$ cat src/rtl/operand_fetch_pkg.sv
// rtl/operand_fetch_pkg.sv - shared widths, operand bundle type and operand select helper
package operand_fetch_pkg;

    localparam int XLEN     = 32;
    localparam int NUM_REGS = 32;
    localparam int REG_W    = 5;
    localparam int CTRL_W   = 16;

    typedef logic [REG_W-1:0] reg_idx_t;

    typedef struct packed {
        logic [XLEN-1:0]   op1;
        logic [XLEN-1:0]   op2;
        reg_idx_t          rd;
        logic              wr;
        logic [CTRL_W-1:0] ctrl;
    } of_bundle_t;

    // x0 reads as zero; a same-beat writeback wins over the not-yet-updated register file
    function automatic logic [XLEN-1:0] operand_select(
        input reg_idx_t        idx,
        input logic [XLEN-1:0] rf_data,
        input logic            wb_valid,
        input reg_idx_t        wb_rd,
        input logic [XLEN-1:0] wb_data
    );
        if (idx == '0) begin
            return '0;
        end else if (wb_valid && (wb_rd == idx)) begin
            return wb_data;
        end
        return rf_data;
    endfunction

endpackage

$ cat src/rtl/of_scoreboard.sv
// rtl/of_scoreboard.sv - pending-write scoreboard with writeback-masked lookups
module of_scoreboard
    import operand_fetch_pkg::*;
(
    input  logic     clk,
    input  logic     rst,
    input  logic     set_en,
    input  reg_idx_t set_idx,
    input  logic     flush_clr_en,
    input  reg_idx_t flush_clr_idx,
    input  logic     wb_valid,
    input  reg_idx_t wb_rd,
    input  reg_idx_t rs1,
    input  reg_idx_t rs2,
    input  reg_idx_t rd,
    output logic     eff_rs1,
    output logic     eff_rs2,
    output logic     eff_rd
);

    logic [NUM_REGS-1:0] pending;
    logic [NUM_REGS-1:0] pending_d;

    // set is applied last so a new writer claiming a register beats its retiring writeback
    always_comb begin
        pending_d = pending;
        if (wb_valid) begin
            pending_d[wb_rd] = 1'b0;
        end
        if (flush_clr_en) begin
            pending_d[flush_clr_idx] = 1'b0;
        end
        if (set_en) begin
            pending_d[set_idx] = 1'b1;
        end
        pending_d[0] = 1'b0;
    end

    always_ff @(posedge clk) begin
        if (rst) begin
            pending <= '0;
        end else begin
            pending <= pending_d;
        end
    end

    assign eff_rs1 = pending[rs1] && !(wb_valid && (wb_rd == rs1) && (rs1 != '0));
    assign eff_rs2 = pending[rs2] && !(wb_valid && (wb_rd == rs2) && (rs2 != '0));
    assign eff_rd  = pending[rd]  && !(wb_valid && (wb_rd == rd)  && (rd  != '0));

endmodule

$ cat src/rtl/operand_fetch.sv
// rtl/operand_fetch.sv - operand fetch stage: hazard stall, writeback bypass, registered bundle
module operand_fetch
    import operand_fetch_pkg::*;
(
    input  logic              clk,
    input  logic              rst,
    input  logic              dec_valid_i,
    output logic              dec_ready_o,
    input  reg_idx_t          dec_rs1_i,
    input  reg_idx_t          dec_rs2_i,
    input  logic              dec_use_rs1_i,
    input  logic              dec_use_rs2_i,
    input  reg_idx_t          dec_rd_i,
    input  logic              dec_wr_i,
    input  logic [CTRL_W-1:0] dec_ctrl_i,
    output reg_idx_t          rf_rs1_o,
    output reg_idx_t          rf_rs2_o,
    input  logic [XLEN-1:0]   rf_rs1_data_i,
    input  logic [XLEN-1:0]   rf_rs2_data_i,
    input  logic              wb_valid_i,
    input  reg_idx_t          wb_rd_i,
    input  logic [XLEN-1:0]   wb_data_i,
    input  logic              flush_i,
    output logic              ex_valid_o,
    input  logic              ex_ready_i,
    output logic [XLEN-1:0]   ex_op1_o,
    output logic [XLEN-1:0]   ex_op2_o,
    output reg_idx_t          ex_rd_o,
    output logic              ex_wr_o,
    output logic [CTRL_W-1:0] ex_ctrl_o,
    output logic [31:0]       stall_cnt_o
);

    of_bundle_t  bundle_q;
    of_bundle_t  bundle_d;
    logic        ex_valid_q;
    logic [31:0] stall_cnt_q;
    logic        eff_rs1;
    logic        eff_rs2;
    logic        eff_rd;
    logic        hazard;
    logic        slot_free;
    logic        accept;
    logic        set_en;
    logic        flush_clr_en;

    assign rf_rs1_o = dec_rs1_i;
    assign rf_rs2_o = dec_rs2_i;

    assign hazard = (dec_use_rs1_i && (dec_rs1_i != '0) && eff_rs1)
                 || (dec_use_rs2_i && (dec_rs2_i != '0) && eff_rs2)
                 || (dec_wr_i      && (dec_rd_i  != '0) && eff_rd);

    assign slot_free   = !ex_valid_q || ex_ready_i;
    assign dec_ready_o = slot_free && !hazard && !flush_i;
    assign accept      = dec_valid_i && dec_ready_o;

    assign set_en       = accept && dec_wr_i && (dec_rd_i != '0);
    // a flushed writer never reaches writeback, so release its claim here
    assign flush_clr_en = flush_i && ex_valid_q && bundle_q.wr && (bundle_q.rd != '0);

    of_scoreboard u_scoreboard (
        .clk           (clk),
        .rst           (rst),
        .set_en        (set_en),
        .set_idx       (dec_rd_i),
        .flush_clr_en  (flush_clr_en),
        .flush_clr_idx (bundle_q.rd),
        .wb_valid      (wb_valid_i),
        .wb_rd         (wb_rd_i),
        .rs1           (dec_rs1_i),
        .rs2           (dec_rs2_i),
        .rd            (dec_rd_i),
        .eff_rs1       (eff_rs1),
        .eff_rs2       (eff_rs2),
        .eff_rd        (eff_rd)
    );

    always_comb begin
        bundle_d      = bundle_q;
        bundle_d.op1  = operand_select(dec_rs1_i, rf_rs1_data_i, wb_valid_i, wb_rd_i, wb_data_i);
        bundle_d.op2  = operand_select(dec_rs2_i, rf_rs2_data_i, wb_valid_i, wb_rd_i, wb_data_i);
        bundle_d.rd   = dec_rd_i;
        bundle_d.wr   = dec_wr_i;
        bundle_d.ctrl = dec_ctrl_i;
    end

    always_ff @(posedge clk) begin
        if (rst) begin
            bundle_q   <= '0;
            ex_valid_q <= 1'b0;
        end else if (flush_i) begin
            ex_valid_q <= 1'b0;
        end else if (accept) begin
            bundle_q   <= bundle_d;
            ex_valid_q <= 1'b1;
        end else if (ex_ready_i) begin
            ex_valid_q <= 1'b0;
        end
    end

    always_ff @(posedge clk) begin
        if (rst) begin
            stall_cnt_q <= '0;
        end else if (dec_valid_i && !dec_ready_o && (stall_cnt_q != '1)) begin
            stall_cnt_q <= stall_cnt_q + 32'd1;
        end
    end

    assign ex_valid_o  = ex_valid_q;
    assign ex_op1_o    = bundle_q.op1;
    assign ex_op2_o    = bundle_q.op2;
    assign ex_rd_o     = bundle_q.rd;
    assign ex_wr_o     = bundle_q.wr;
    assign ex_ctrl_o   = bundle_q.ctrl;
    assign stall_cnt_o = stall_cnt_q;

endmodule

$ cat config.mk
export PLATFORM = sky130hd
export DESIGN_NAME = operand_fetch
export DESIGN_NICKNAME = d
export VERILOG_FILES = /design/src/rtl/operand_fetch_pkg.sv /design/src/rtl/of_scoreboard.sv /design/src/rtl/operand_fetch.sv
export SDC_FILE = /design/constraint.sdc
export NUM_CORES = 1
export LEC_CHECK = 0
export ABC_AREA = 1
export CORE_MARGIN = 4
export CORE_UTILIZATION = 52
export CTS_CLUSTER_SIZE = 16
export DETAILED_ROUTE_END_ITERATION = 10
export GPL_TIMING_DRIVEN = 0
export PLACE_DENSITY = 0.87
export SLEW_MARGIN = 20
export SYNTH_ARGS = -nofsm -noshare
export SYNTH_HDL_FRONTEND = slang
export SYNTH_SLANG_ARGS = --single-unit
export TNS_END_PERCENT = 1
$ cat constraint.sdc
create_clock -name clk -period 4.3 [get_ports clk]
set_input_delay 0.645 -clock clk [delete_from_list [all_inputs] [get_ports clk]]
set_output_delay 0.645 -clock clk [all_outputs]
set_load 0.01 [all_outputs]
* After elaboration in Yosys (flattened, before gate mapping)
Index checks and enable logic that the tools add are counted.
** Storage, ports and cells
- Register bits after elaboration :: 151
- Input bits :: 141
- Output and inout port bits :: 130
- Word-level logic and storage cells :: 102
** Cells by class
- Add/sub/neg operators :: 1
- Magnitude comparators :: 8
- Equal/unequal tests :: 4
- Muxes and demuxes :: 27
- Bitwise gates (word level) :: 6
- Reductions and logical operators :: 47
** Operator list (number)
- $mux W32 :: 9
- $and A32 B32 Y32 :: 2
- $not A32 Y32 :: 2
- $add A32 B1 Y32 const B :: 1
- $ne A32 B32 Y1 const B :: 1
- $or A32 B32 Y32 :: 1
- $lt A5 B6 Y1 const B :: 5
- $logic_and A1 B1 Y1 :: 28
- $reduce_bool A5 Y1 :: 4
- $bmux W1 S5 :: 3
- $demux W1 S5 :: 3
- $eq A5 B5 Y1 :: 3
- $ge A5 B1 Y1 const B :: 3
- $mux W1 :: 12
- $logic_not A5 Y1 :: 2
- $logic_not A1 Y1 :: 7
- $logic_or A1 B1 Y1 :: 3
- $reduce_and A2 Y1 :: 1
- $reduce_bool A2 Y1 :: 1
- $reduce_or A2 Y1 :: 1
- $not A1 Y1 :: 1

* Depth between registers and ports, before layout
- Depth after elaboration :: 15
- Mapped depth :: 20

* Modules after synthesis
Synthesis repeated with hierarchy kept, for this count alone.
** Second synthesis, totals
- Cell total of the unflattened synthesis :: 1648
- Area total of the unflattened synthesis :: 9854.5 sq um
** Modules (own cells, without submodules)
- operand_fetch :: times used 1, cells an instance 1182, area each 7110.6 sq um, sequential area each 2382.3 sq um
- of_scoreboard :: times used 1, cells an instance 466, area each 2743.9 sq um, sequential area each 620.6 sq um

* Worst setup path after synthesis
No wires, ideal clock.
- Path kind :: in2out
- Start point :: input dec_rd_i[0]
- End point :: output dec_ready_o
- Arrival time :: 1.919 ns
- Required time :: 3.655 ns
- Setup slack :: 1.736 ns
- Stages :: 15
- Cells stage by stage :: buf_4 > inv_4 > buf_4 > nor2_1 > o21bai_1 > nand2_1 > nand2_1 > nand2_1 > nor2_1 > nand3_1 > nand2_1 > inv_2 > nand3_1 > buf_2 > inv_1
** Between the ends
- Cells in the longest elaborated chain, start to end :: 10
** Ends and longest elaborated chain
- start: declaration :: RTL line operand_fetch.sv:13 : input reg_idx_t dec_rd_i,
- parallel branches: the longest is 5 deep, another holds $bmux W1 S5
- $logic_and A1 B1 Y1 * :: RTL line operand_fetch.sv:52 : || (dec_wr_i && (dec_rd_i != '0) && eff_rd);
- $logic_or A1 B1 Y1 * :: RTL line operand_fetch.sv:52
- $logic_not A1 Y1 * :: RTL line operand_fetch.sv:55 : assign dec_ready_o = slot_free && !hazard && !flush_i;
- $logic_and A1 B1 Y1 * (2 in series) :: RTL line operand_fetch.sv:55
- end: declaration :: RTL line operand_fetch.sv:8 : output logic dec_ready_o,
Mark *: on every way between the ends. The select of a mux whose other input is x is not followed.

* Final worst setup path
- Start point :: input wb_rd_i[0]
- End point :: output dec_ready_o
** Between the ends
- Cells in the longest elaborated chain, start to end :: 11
** Ends and longest elaborated chain
- start: declaration :: RTL line operand_fetch.sv:21 : input reg_idx_t wb_rd_i,
- $eq A5 B5 Y1, on equally long branches :: RTL line of_scoreboard.sv:47, of_scoreboard.sv:48
- $logic_and A1 B1 Y1, on equally long branches (2 in series) :: RTL line of_scoreboard.sv:47, of_scoreboard.sv:48
- $logic_not A1 Y1, on equally long branches :: RTL line of_scoreboard.sv:47, of_scoreboard.sv:48
- $logic_and A1 B1 Y1, on equally long branches :: RTL line of_scoreboard.sv:47, of_scoreboard.sv:48
- $logic_and A1 B1 Y1, on equally long branches :: RTL line operand_fetch.sv:50, operand_fetch.sv:51
- $logic_or A1 B1 Y1 :: RTL line operand_fetch.sv:51 : || (dec_use_rs2_i && (dec_rs2_i != '0) && eff_rs2)
- $logic_or A1 B1 Y1 * :: RTL line operand_fetch.sv:52
- $logic_not A1 Y1 * :: RTL line operand_fetch.sv:55
- $logic_and A1 B1 Y1 * (2 in series) :: RTL line operand_fetch.sv:55
Mark *: on every way between the ends. The rest lies on a longest branch, timed or not.

==> reports/metrics.csv <==
stage;metric;value;unit
setup_path;CP max FO;10;
setup_path;Bufs and invs on worst path;5;
die;FP Rows;47;
clock_network;clk sink count;150;
pwr;power density over cell area;317;nW/um^2
sta;Final Cycle Share;0.955;
sta;final clock skew;0.0113;ns
pwr;peak supply drop;0.000292;V
synth;Synth area leaders;dfxtp_1 33%, nand3_1 15%, nand2_1 11%;
cells_and_area;antenna cell count;0;
die;die height;139;um
grt;largest net degree at the start of global routing;17;
synth;Synth Net Count;1532;
cells_and_area;FILL cells;1325;
sta;Fmax;244;MHz
clock_network;Reg clk slew, reported paths;0.06;ns
die;Initial Utilization;0.536;
synth;commonest cells in the synthesized netlist;271 x nand2_1, 263 x nand3_1, 150 x dfxtp_1;
grt;vias in the first global route;10700;
sta;min cycle time layout;4.11;ns
cells_and_area;Final nets;1811;
die;Die ar.;19400;um^2
pwr;LEAKAGE;4.75;nW
sta;unrepaired setup endpoints after global routing;false;
detailed_routing;vias post-DR;11200;
clock_network;Longest Clk Path Bufs;2;
detailed_routing;routed wire length;37000;um
detailed_routing;Via density;5.90;
synth;#FFs+latches synth;150;
die;IO Count;271;
clock_network;setup bufs post-CTS;0;
synth;EDFF count, synth;0;
cells_and_area;Area Overhead vs Synth;39.4;%
die;Die W;139;um
synth;Synth Instances;1390;
clock_network;CTS tree;yes;
setup_path;WP data required;3.65;ns
sta;Setup violations, final;0;
detailed_routing;TritonRoute pass-1 iters;5;
synth;yosys warns;0;
grt;Overall Global Routing Usage;0.366;
clock_network;PostCTS Resize Cnt;0;
detailed_routing;DRT iter0 DRCs;1047;
sta;Final Max Tran Viols;0;
hold_path;worst min path class;reg -> reg;
setup_path;critical path, cell by cell;clkdlybuf4s50_1 -> inv_1 -> nor2_1 -> nor3_1 -> nand3_1 -> nand2_1 -> nand3b_4 -> nand3_1 -> buf_2 -> inv_1 -> clkdlybuf4s50_1;
synth;cell taking the most area after synthesis;dfxtp_1;
die;core area;16800;um^2
cells_and_area;share of layout cells above drive strength 1;0.0661;
synth;asr flop ratio synth;0;
detailed_routing;# DRC;0;
synth;Netlist cell types;35;
synth;cell area after synthesis;8980;um^2
run;Max Cap Viol;0;
placement;Port Buf Inserts;260;
clock_network;Hold Buf Count CTS;0;
setup_path;Worst setup EP type;output port;
setup_path;Worst EP arrival;3.46;ns
clock_network;total CTS buffers;17;
cells_and_area;Multi-input gate area;5040;um^2
synth;Main synth FF type;dfxtp_1;
synth;Mean Syn Cell Area;6.46;um^2
cells_and_area;Reg area;3000;um^2
synth;Synth top area share;0.335;
clock_network;CTS root buffer;clkbuf_16;
outcome;outcome;complete, no violations;
setup_path;Slowest-stage cell, CP;clkdlybuf4s50_1;
synth;register area share after synthesis;0.335;
sta;Hold Vio Cnt, Final;0;
detailed_routing;WL/cell;19.5;um
clock_network;H-tree depth;4;
sta;TNS Setup;0;ns
detailed_routing;antenna viol nets, final;0;
grt;initial antenna violation count;0;
clock_network;worst-skew pair later-pin latency;0.43;ns
sta;measured slew at the worst slew-check pin;0.834;ns
pwr;overall power;0.00397;W
setup_path;CP Launch Type;input pin;
grt;global-route wire length before repair;57200;um
setup_path;crit-path max cell delay;0.53;ns
placement;gpl congestion;1.02;
placement;DP HPWL;28000;um
synth;most common cell in the synthesized netlist;nand2_1;
setup_path;critical path's top delay family;buffers and inverters;
grt;grt ovf;0;
setup_path;Crit Path Class;in -> out;
sta;Slew HR;0.444;
==> placed cells by master, fill, tap and decap left out, types with 2 or more instances in the layout <==
master	n
a21oi_1	111
buf_1	2
buf_2	25
buf_4	18
buf_6	8
bufinv_16	6
clkbuf_1	48
clkbuf_16	17
clkdlybuf4s50_1	260
dfxtp_1	150
inv_1	96
inv_2	9
inv_6	3
mux2_2	13
nand2_1	271
nand2_2	2
nand3_1	263
nand4_1	33
nor2_1	147
nor3_1	34
nor4_1	5
o211ai_1	2
o21ai_0	73
o21ai_1	18
o21bai_1	2
o221ai_1	16
o22ai_1	5
xnor2_1	7
xor2_1	23
==> worst reg2reg max path, cell delays in order, from the launching register on <==
cell      delay [ns]
dfxtp_1         0.42
ha_1            0.26
nand2_1         0.10
inv_1           0.07
nand2_1         0.15
nor3_1          0.16
nand4_1         0.11
nor3_1          0.28
nand3_1         0.14
clkbuf_1        0.27
clkbuf_1        0.30
nand4_1         0.17
a21oi_1         0.10
==> stage by stage <==
stage	cells	worst slack [ns]	area, um^2	hold slack [ns]	utilization
final	1900	0.194	12500	0.464	0.747
after detailed placement	1870	0.299	11900	0.456	0.707
after global routing	1900	0.0124	12500	0.488	0.747
after floorplan	1390	1.74	8980	0.470	-
after CTS	1900	0.280	12500	0.466	0.747
after global placement	1870	0.269	11900	0.451	0.707
==> path summary, 6_finish.rpt <==
kind / startpoint / end / slack (ns) / depth (start not counted)
worst max-delay path: wb_rd_i[0] / dec_ready_o / 0.19 / 11
worst min-delay path: ex_ctrl_o[8]$_SDFFE_PP0P_ / ex_ctrl_o[8]$_SDFFE_PP0P_ / 0.46 / 2
worst max register to register: stall_cnt_o[1]$_SDFFE_PP0P_ / stall_cnt_o[10]$_SDFFE_PP0P_ / 1.62 / 12
worst min register to register: ex_ctrl_o[8]$_SDFFE_PP0P_ / ex_ctrl_o[8]$_SDFFE_PP0P_ / 0.46 / 2
==> final cells by class <==
type	instances	share of cell area
multi-input cells	1034	0.403
well taps	220	0.0220
clock inverters	11	0.0176
inverters	106	0.0320
repair buffers	260	0.208
flip-flops and latches	150	0.240
clock buffers	19	0.0354
plain buffers	100	0.0427
==> registers in the layout, summed over array words and instances (netlist names) <==
name                  flops
ex_wr_o                   1
ex_rd_o                   5
ex_op1_o                 32
u_scoreboard.pending     31
ex_op2_o                 32
ex_valid_o                1
ex_ctrl_o                16
stall_cnt_o              32
==> metal layers <==
metal	vias up	GRT usage	wire length [um]	part of all wire
li1	5234	-	-	-
met2	694	0.606	17400	0.47
met4	0	0.180	1920	0.052
met5	-	0	0	0
met1	5141	0.433	13600	0.37
met3	149	0.109	4070	0.11
==> power breakdown <==
group | switching, W | internal, W | leakage [nW]
Combinational | 0.000398 | 0.000344 | 3.20
Clock | 0.000631 | 0.00110 | 0.324
Sequential | 0.0000415 | 0.00145 | 1.22
==> logic make-up (layout without fill, tap and decap cells) <==
kind of cell	count (synthesis)	after routing	share of synthesized area
AND/OR/NAND/NOR	761	761	0.378
AO/OA/AOI/OAI	229	229	0.137
buffers and inverters	206	496	0.104
flip-flops	150	150	0.335
XOR/XNOR	30	30	0.0293
multiplexers	13	13	0.0163
adder cells (fa/ha/maj)	1	1	0.00139
(Power assumes the default switching activity.)
